<file path="src/rtl/pipe_rr_scheduler.sv">
`default_nettype none
// pipe_rr_scheduler: round-robin arbiter feeding a stallable two-stage (A -> C) word pipe.
// Optional macro PIPE_RR_SCHED_CNT_EN adds xfer_cnt, an 8-bit wrapping output-handshake counter.
module pipe_rr_scheduler #(
   parameter int NREQ = 4,
   parameter int DW   = 4,
   parameter int IDW  = 2
) (
   input  logic                 clk,
   input  logic                 rst_n,
   input  logic [NREQ-1:0]      req_valid,
   input  logic [NREQ*DW-1:0]   req_data,
   output logic [NREQ-1:0]      req_ready,
   output logic                 out_valid,
   output logic [DW-1:0]        out_data,
   output logic [IDW-1:0]       out_id,
   input  logic                 out_ready,
   output logic                 busy
`ifdef PIPE_RR_SCHED_CNT_EN
   ,
   output logic [7:0]           xfer_cnt
`endif
);

   generate
      if ((NREQ < 2) || (NREQ > 8) || ((2 ** IDW) < NREQ)) begin : g_param_check
         $error("pipe_rr_scheduler: need 2 <= NREQ <= 8 and 2**IDW >= NREQ");
      end
   endgenerate

   localparam logic [IDW-1:0] C_RR_RESET = IDW'(NREQ - 1);

   logic            a_valid_q, a_valid_d;
   logic [DW-1:0]   a_data_q,  a_data_d;
   logic [IDW-1:0]  a_id_q,    a_id_d;
   logic            c_valid_q, c_valid_d;
   logic [DW-1:0]   c_data_q,  c_data_d;
   logic [IDW-1:0]  c_id_q,    c_id_d;
   logic [IDW-1:0]  rr_ptr_q,  rr_ptr_d;

   logic            advance;
   logic            found;
   logic [NREQ-1:0] win;
   logic [IDW-1:0]  grant_id;
   logic [IDW-1:0]  idx;

   assign advance = !c_valid_q || out_ready;

   // Search starts just after the last grant and wraps, so rr_ptr itself is checked last.
   always_comb begin
      win      = '0;
      grant_id = '0;
      found    = 1'b0;
      idx      = '0;
      for (int k = 1; k <= NREQ; k++) begin
         idx = IDW'((int'(rr_ptr_q) + k) % NREQ);
         if (!found && req_valid[idx]) begin
            found      = 1'b1;
            win[idx]   = 1'b1;
            grant_id   = idx;
         end
      end
   end

   assign req_ready = (rst_n && advance) ? win : '0;

   always_comb begin
      a_valid_d = a_valid_q;
      a_data_d  = a_data_q;
      a_id_d    = a_id_q;
      c_valid_d = c_valid_q;
      c_data_d  = c_data_q;
      c_id_d    = c_id_q;
      rr_ptr_d  = rr_ptr_q;
      if (advance) begin
         c_valid_d = a_valid_q;
         c_data_d  = a_data_q;
         c_id_d    = a_id_q;
         a_valid_d = found;
         if (found) begin
            a_data_d = req_data[int'(grant_id)*DW +: DW];
            a_id_d   = grant_id;
            rr_ptr_d = grant_id;
         end
      end
   end

   always_ff @(posedge clk) begin
      if (!rst_n) begin
         a_valid_q <= 1'b0;
         a_data_q  <= '0;
         a_id_q    <= '0;
         c_valid_q <= 1'b0;
         c_data_q  <= '0;
         c_id_q    <= '0;
         rr_ptr_q  <= C_RR_RESET;
      end else begin
         a_valid_q <= a_valid_d;
         a_data_q  <= a_data_d;
         a_id_q    <= a_id_d;
         c_valid_q <= c_valid_d;
         c_data_q  <= c_data_d;
         c_id_q    <= c_id_d;
         rr_ptr_q  <= rr_ptr_d;
      end
   end

   // Gated by rst_n so nothing appears valid while reset is held, even before the first edge.
   assign out_valid = rst_n && c_valid_q;
   assign out_data  = c_data_q;
   assign out_id    = c_id_q;
   assign busy      = rst_n && (a_valid_q || c_valid_q);

`ifdef PIPE_RR_SCHED_CNT_EN
   logic [7:0] cnt_q, cnt_d;

   always_comb begin
      cnt_d = cnt_q;
      if (out_valid && out_ready) begin
         cnt_d = cnt_q + 8'd1;
      end
   end

   always_ff @(posedge clk) begin
      if (!rst_n) begin
         cnt_q <= 8'd0;
      end else begin
         cnt_q <= cnt_d;
      end
   end

   assign xfer_cnt = cnt_q;
`endif

endmodule
`default_nettype wire
</file>
<file path="config.mk">
export PLATFORM = sky130hd
export DESIGN_NAME = pipe_rr_scheduler
export DESIGN_NICKNAME = d
export VERILOG_FILES = /design/src/rtl/pipe_rr_scheduler.sv
export SDC_FILE = /design/constraint.sdc
export NUM_CORES = 1
export LEC_CHECK = 0
export CAP_MARGIN = 10
export CORE_MARGIN = 5
export CORE_UTILIZATION = 52
export DETAILED_ROUTE_END_ITERATION = 8
export GPL_TIMING_DRIVEN = 0
export HOLD_SLACK_MARGIN = 0.08
export MAX_ROUTING_LAYER = met4
export PLACE_DENSITY = 0.92
export SETUP_SLACK_MARGIN = 0.02
export SKIP_LAST_GASP = 1
export SYNTH_ARGS = -nofsm -noshare
export SYNTH_HDL_FRONTEND = slang
export SYNTH_SLANG_ARGS = --single-unit
</file>
<file path="constraint.sdc">
create_clock -name clk -period 6.6 [get_ports clk]
set_input_delay 1.65 -clock clk [delete_from_list [all_inputs] [get_ports clk]]
set_output_delay 1.65 -clock clk [all_outputs]
set_load 0.02 [all_outputs]
</file>
* Word-level counts from Yosys, hierarchy flattened *
Cells that the tools add are included.

storage, ports and cells
  register bits = 16
  input bits = 23
  output and inout bits = 12
  logic and storage cells = 69

operators by class
  add/subtract/negate cells = 4
  order comparisons = 8
  shift operators = 1
  muxes and demuxes = 29
  bitwise operators = 3
  reductions and logical operators = 17

operators by type and width
  kind                 number
  $mux 4               5
  $shiftx 16x5->4      1
  $lt 2x3->1 const B   4
  $mux 1               12
  $or 4x4->4           3
  $logic_and 1x1->1    10
  $bmux 1 s2           4
  $demux 1 s2          4
  $ge 2x1->1 const B   4
  $mux 2               4
  $add 2x1->2 const B  2
  $add 2x2->2 const B  2
  $logic_not 1->1      4
  $logic_or 1x1->1     2
  $reduce_and 2->1     1

* Depth between registers and ports, before layout *
  word-level depth = 14
  depth in mapped cells = 11
  mapped depth without buffers = 8

* Least setup slack after synthesis *
No wires, ideal clock.

  path kind = input to output
  start = input port req_valid[2]
  end = output port req_ready[0]
  arrival time = 3.089 ns
  data required time = 4.950 ns
  path slack = 1.861 ns
  stages = 6
  buffers on the path = 1
  cells stage by stage = mux4_2 buf_2 nor2_4 and2_1 a221oi_1 nor2_1

between the ends
  longest elaborated chain between the ends = 13
  elaborated cells between the ends (all ways) = 25
  those cells by class = 16 x mux; 3 x bitwise; 6 x reduce/logical

RTL lines
  element                       line  text
  start: declaration            11    input logic [NREQ-1:0] req_valid,
  $bmux 1 s2                    57    if (!found && req_valid[idx]) begin
  $mux 1 (not written as such)  57
  $mux 1                        57
  $logic_not 1->1               57
  $logic_and 1x1->1             57
  $mux 1                        57
  $logic_not 1->1               57
  $logic_and 1x1->1             57
  $mux 1                        57
  $logic_not 1->1               57
  $logic_and 1x1->1             57
  $mux 4 *                      57
  $mux 4 *                      65    assign req_ready = (rst_n && advance) ? win : '0;
  end: declaration              13    output logic [NREQ-1:0] req_ready,

Mark *: on every way between the ends. The rest lies on a longest branch, timed or not. The select of a mux whose other input is x is not followed.

* Worst setup path after layout *
  start = input port req_valid[2]
  end = output port req_ready[2]

The elaborated chain is that of the path after synthesis.

==> results.json <==
{
  "total_power_w": 0.000745,
  "cts_hold_buf": 0,
  "grt_pass1_vias": 1243,
  "area_growth_pct": 31.2,
  "die-area_sq_um": 3590,
  "final.setup.tns_ns": 0,
  "leakage_nw": 0.672,
  "worstHoldStart": "a_id_q[0]$_SDFFE_PN0P_",
  "portBuffers": 33,
  "r2r_slack_ns": 3.47,
  "clockBufferDepth": 2,
  "cp-endpoint": "req_ready[2]",
  "hold_path_class": "reg2reg",
  "grt_max_degree": 11,
  "grt.total_usage_pct": 19.3,
  "dp_cells": 202,
  "drv_slew": 0,
  "first_iter_violations": 35,
  "path_clk_slew_ns": 0.09,
  "drc": 0,
  "critPathRequiredTime_ns": 4.95,
  "die_w_um": 59.9,
  "instances_no_fill": 206,
  "synth_edf_count": 0,
  "cts.repair.resized": 0,
  "drv_cap": 0,
  "clock_sinks": 16,
  "synth_cells": 139,
  "ys_seq_elements": 16,
  "critical_path_arrival_ns": 4.19,
  "cts_buffers": 3,
  "setup_viol": 0,
  "critPathLaunch": "req_valid[2]",
  "dp_slack_ns": 0.797,
  "post_drt_wl_per_cell_um": 14.8,
  "yosys_warnings": 0,
  "dieHeight_um": 59.9,
  "skew_ns": 0.00311,
  "avgSynthCellArea_sq_um": 9.33,
  "grt-ovfl-total": 0,
  "clk_latency_ns": 0.29,
  "tightest_slew_ns": 0.474,
  "viasPerCell": 5.76,
  "dr.pass1.iters": 4,
  "htree_levels": 1,
  "root_buffer": "clkbuf_4",
  "nNetsFinal": 208,
  "place.gp.congestion": 0.833,
  "antenna_found_initial": 0,
  "cp-start-kind": "input port",
  "num_antenna_cells": 0,
  "synth.distinct_cells": 40,
  "drtAntennaViolNets": 0,
  "dp_hpwl_um": 2440,
  "end_kind": "primary output",
  "crit_type": "in2out",
  "r2r_start": "rr_ptr_q[0]$_SDFFE_PN1P_",
  "hold_slack_ns": 0.474,
  "max_freq_ghz": 0.171,
  "rsz0062_at_grt": "no",
  "power_density_nw_per_um2": 438,
  "fin_crit_ns": 5.84,
  "status": "completed",
  "rows": 18,
  "async_flop_share_pct": 0,
  "vdd_ir_drop_max_mv": 0.314,
  "drt-total-wl_um": 3050,
  "syn_area_sq_um": 1300,
  "ys_seq_area_share_pct": 24.7,
  "setup_slack_ns": 0.755,
  "fillers": 199,
  "cts_tree": "yes",
  "r2r-end": "a_data_q[2]$_SDFFE_PN0P_",
  "start_util_pct": 53.3,
  "syn_nets": 170,
  "drive_above_1_share_pct": 15.3,
  "timing.final.crit_share_pct": 88.6,
  "rr_worst_depth": 11,
  "synthFlopType": "dfxtp_1",
  "post_cts_buffers": 0,
  "core_area_sq_um": 2430,
  "hold_violations": 0,
  "slew_headroom_pct": 68.3,
  "vias": 1186,
  "crit_fanout": 10,
  "grt_pass1_wl_um": 5270,
  "io_pins": 35
}
[worst min path at each step]
stage	slack (ns)	end	cells past startpoint
3_5_place_dp	0.46	a_id_q[0]$_SDFFE_PN0P_	2
3_3_place_gp	0.44	a_id_q[0]$_SDFFE_PN0P_	2
2_1_floorplan	0.43	a_id_q[0]$_SDFFE_PN0P_	2
5_1_grt	0.49	out_id[0]$_SDFFE_PN0N_	2
4_1_cts	0.48	a_id_q[0]$_SDFFE_PN0P_	2
6_report	0.47	a_id_q[0]$_SDFFE_PN0P_	2
[area by class of cell]
type	instances	area, sq um	area share (%)
Clock buffer	4	36.3	2.13
Tap cell	30	37.5	2.21
Buffer	8	47.5	2.80
Multi-Input combinational cell	111	913	53.7
Inverter	4	15.0	0.883
Sequential cell	16	320	18.8
Timing Repair Buffer	33	330	19.4
[critical path, cell delays in order]
cell and delay, ns:
clkdlybuf4s50_1 0.51, mux4_2 0.60, buf_2 0.23, nor2_4 0.17, and2_1 0.22, a221oi_1 0.11
nor2_1 0.10, clkdlybuf4s50_1 0.61
[report_power, final]
part           internal, W  leakage (nW)  switching, W  total (W)
combinational     0.000243         0.518      0.000280   0.000523
clock            0.0000336        0.0210     0.0000307  0.0000643
sequential        0.000130         0.133     0.0000284   0.000158
total             0.000406         0.672      0.000339   0.000745
[metrics by stage]
step                      utilization (%)  instance area, sq um
after floorplan                         -                  1300
after global placement               68.4                  1660
after detailed placement             68.4                  1660
after CTS                            69.9                  1700
after global routing                 69.9                  1700
final                                69.9                  1700
[synth_stat cells, drive strengths merged (2+ instances only)]
| cell | count | share of area (%) |
|---|---|---|
| a211oi | 6 | 4.6 |
| a21boi | 11 | 6.4 |
| a21oi | 5 | 1.9 |
| a221oi | 4 | 2.7 |
| a22oi | 4 | 2.3 |
| and2 | 4 | 1.9 |
| buf | 4 | 2.5 |
| clkbuf | 4 | 1.2 |
| dfxtp | 16 | 25 |
| ha | 8 | 7.7 |
| inv | 4 | 1.2 |
| mux2 | 2 | 1.7 |
| mux2i | 6 | 4.6 |
| mux4 | 4 | 7.0 |
| nand2 | 18 | 5.2 |
| nand2b | 2 | 0.97 |
| nor2 | 13 | 4.3 |
| nor2b | 4 | 3.1 |
| o211ai | 2 | 2.2 |
| o21a | 4 | 2.3 |
| o21ai | 3 | 2.3 |
[kinds of logic (layout without fill, tap and decap cells)]
| kind of cell | Yosys count | count (layout) | synth area share, % |
|---|---|---|---|
| xor gates and xnor gates | 1 | 1 | 0.676 |
| and+or+nand+nor | 45 | 45 | 17.9 |
| muxes | 12 | 12 | 13.3 |
| buffers and inverters | 12 | 49 | 4.83 |
| adders and majority gates | 8 | 8 | 7.72 |
| DFF | 16 | 16 | 24.7 |
| AOI/OAI and AO/OA | 45 | 45 | 30.9 |
[registers in the layout, indices dropped and copies added (netlist names)]
name / count
a_data_q: 4
a_id_q: 2
a_valid_q: 1
c_valid_q: 1
out_data: 4
out_id: 2
rr_ptr_q: 2
[per-layer routing]
metal  GRT usage [%]  wire [um]  vias up  part of all wire [%]
li1                -          -      584                     -
met1            22.5       1260      558                    41
met2            34.7       1600       41                    53
met3            2.16        162        3                   5.3
met4            5.38         27        0                  0.88
met5               -          0        -                     0
[cell usage in the layout, fill, tap and decap left out, drive strengths merged, types with 3 or more instances in the layout]
cell type / synthesis / routed
and2: 4 / 4
a221oi: 4 / 4
nand2: 18 / 18
inv: 4 / 4
o21a: 4 / 4
clkdlybuf4s50: 0 / 33
nor2: 13 / 13
clkbuf: 4 / 8
mux2i: 6 / 6
dfxtp: 16 / 16
a211oi: 6 / 6
mux4: 4 / 4
nor2b: 4 / 4
ha: 8 / 8
a21oi: 5 / 5
a21boi: 11 / 11
o21ai: 3 / 3
a22oi: 4 / 4
buf: 4 / 4
(Power assumes the default switching activity.)
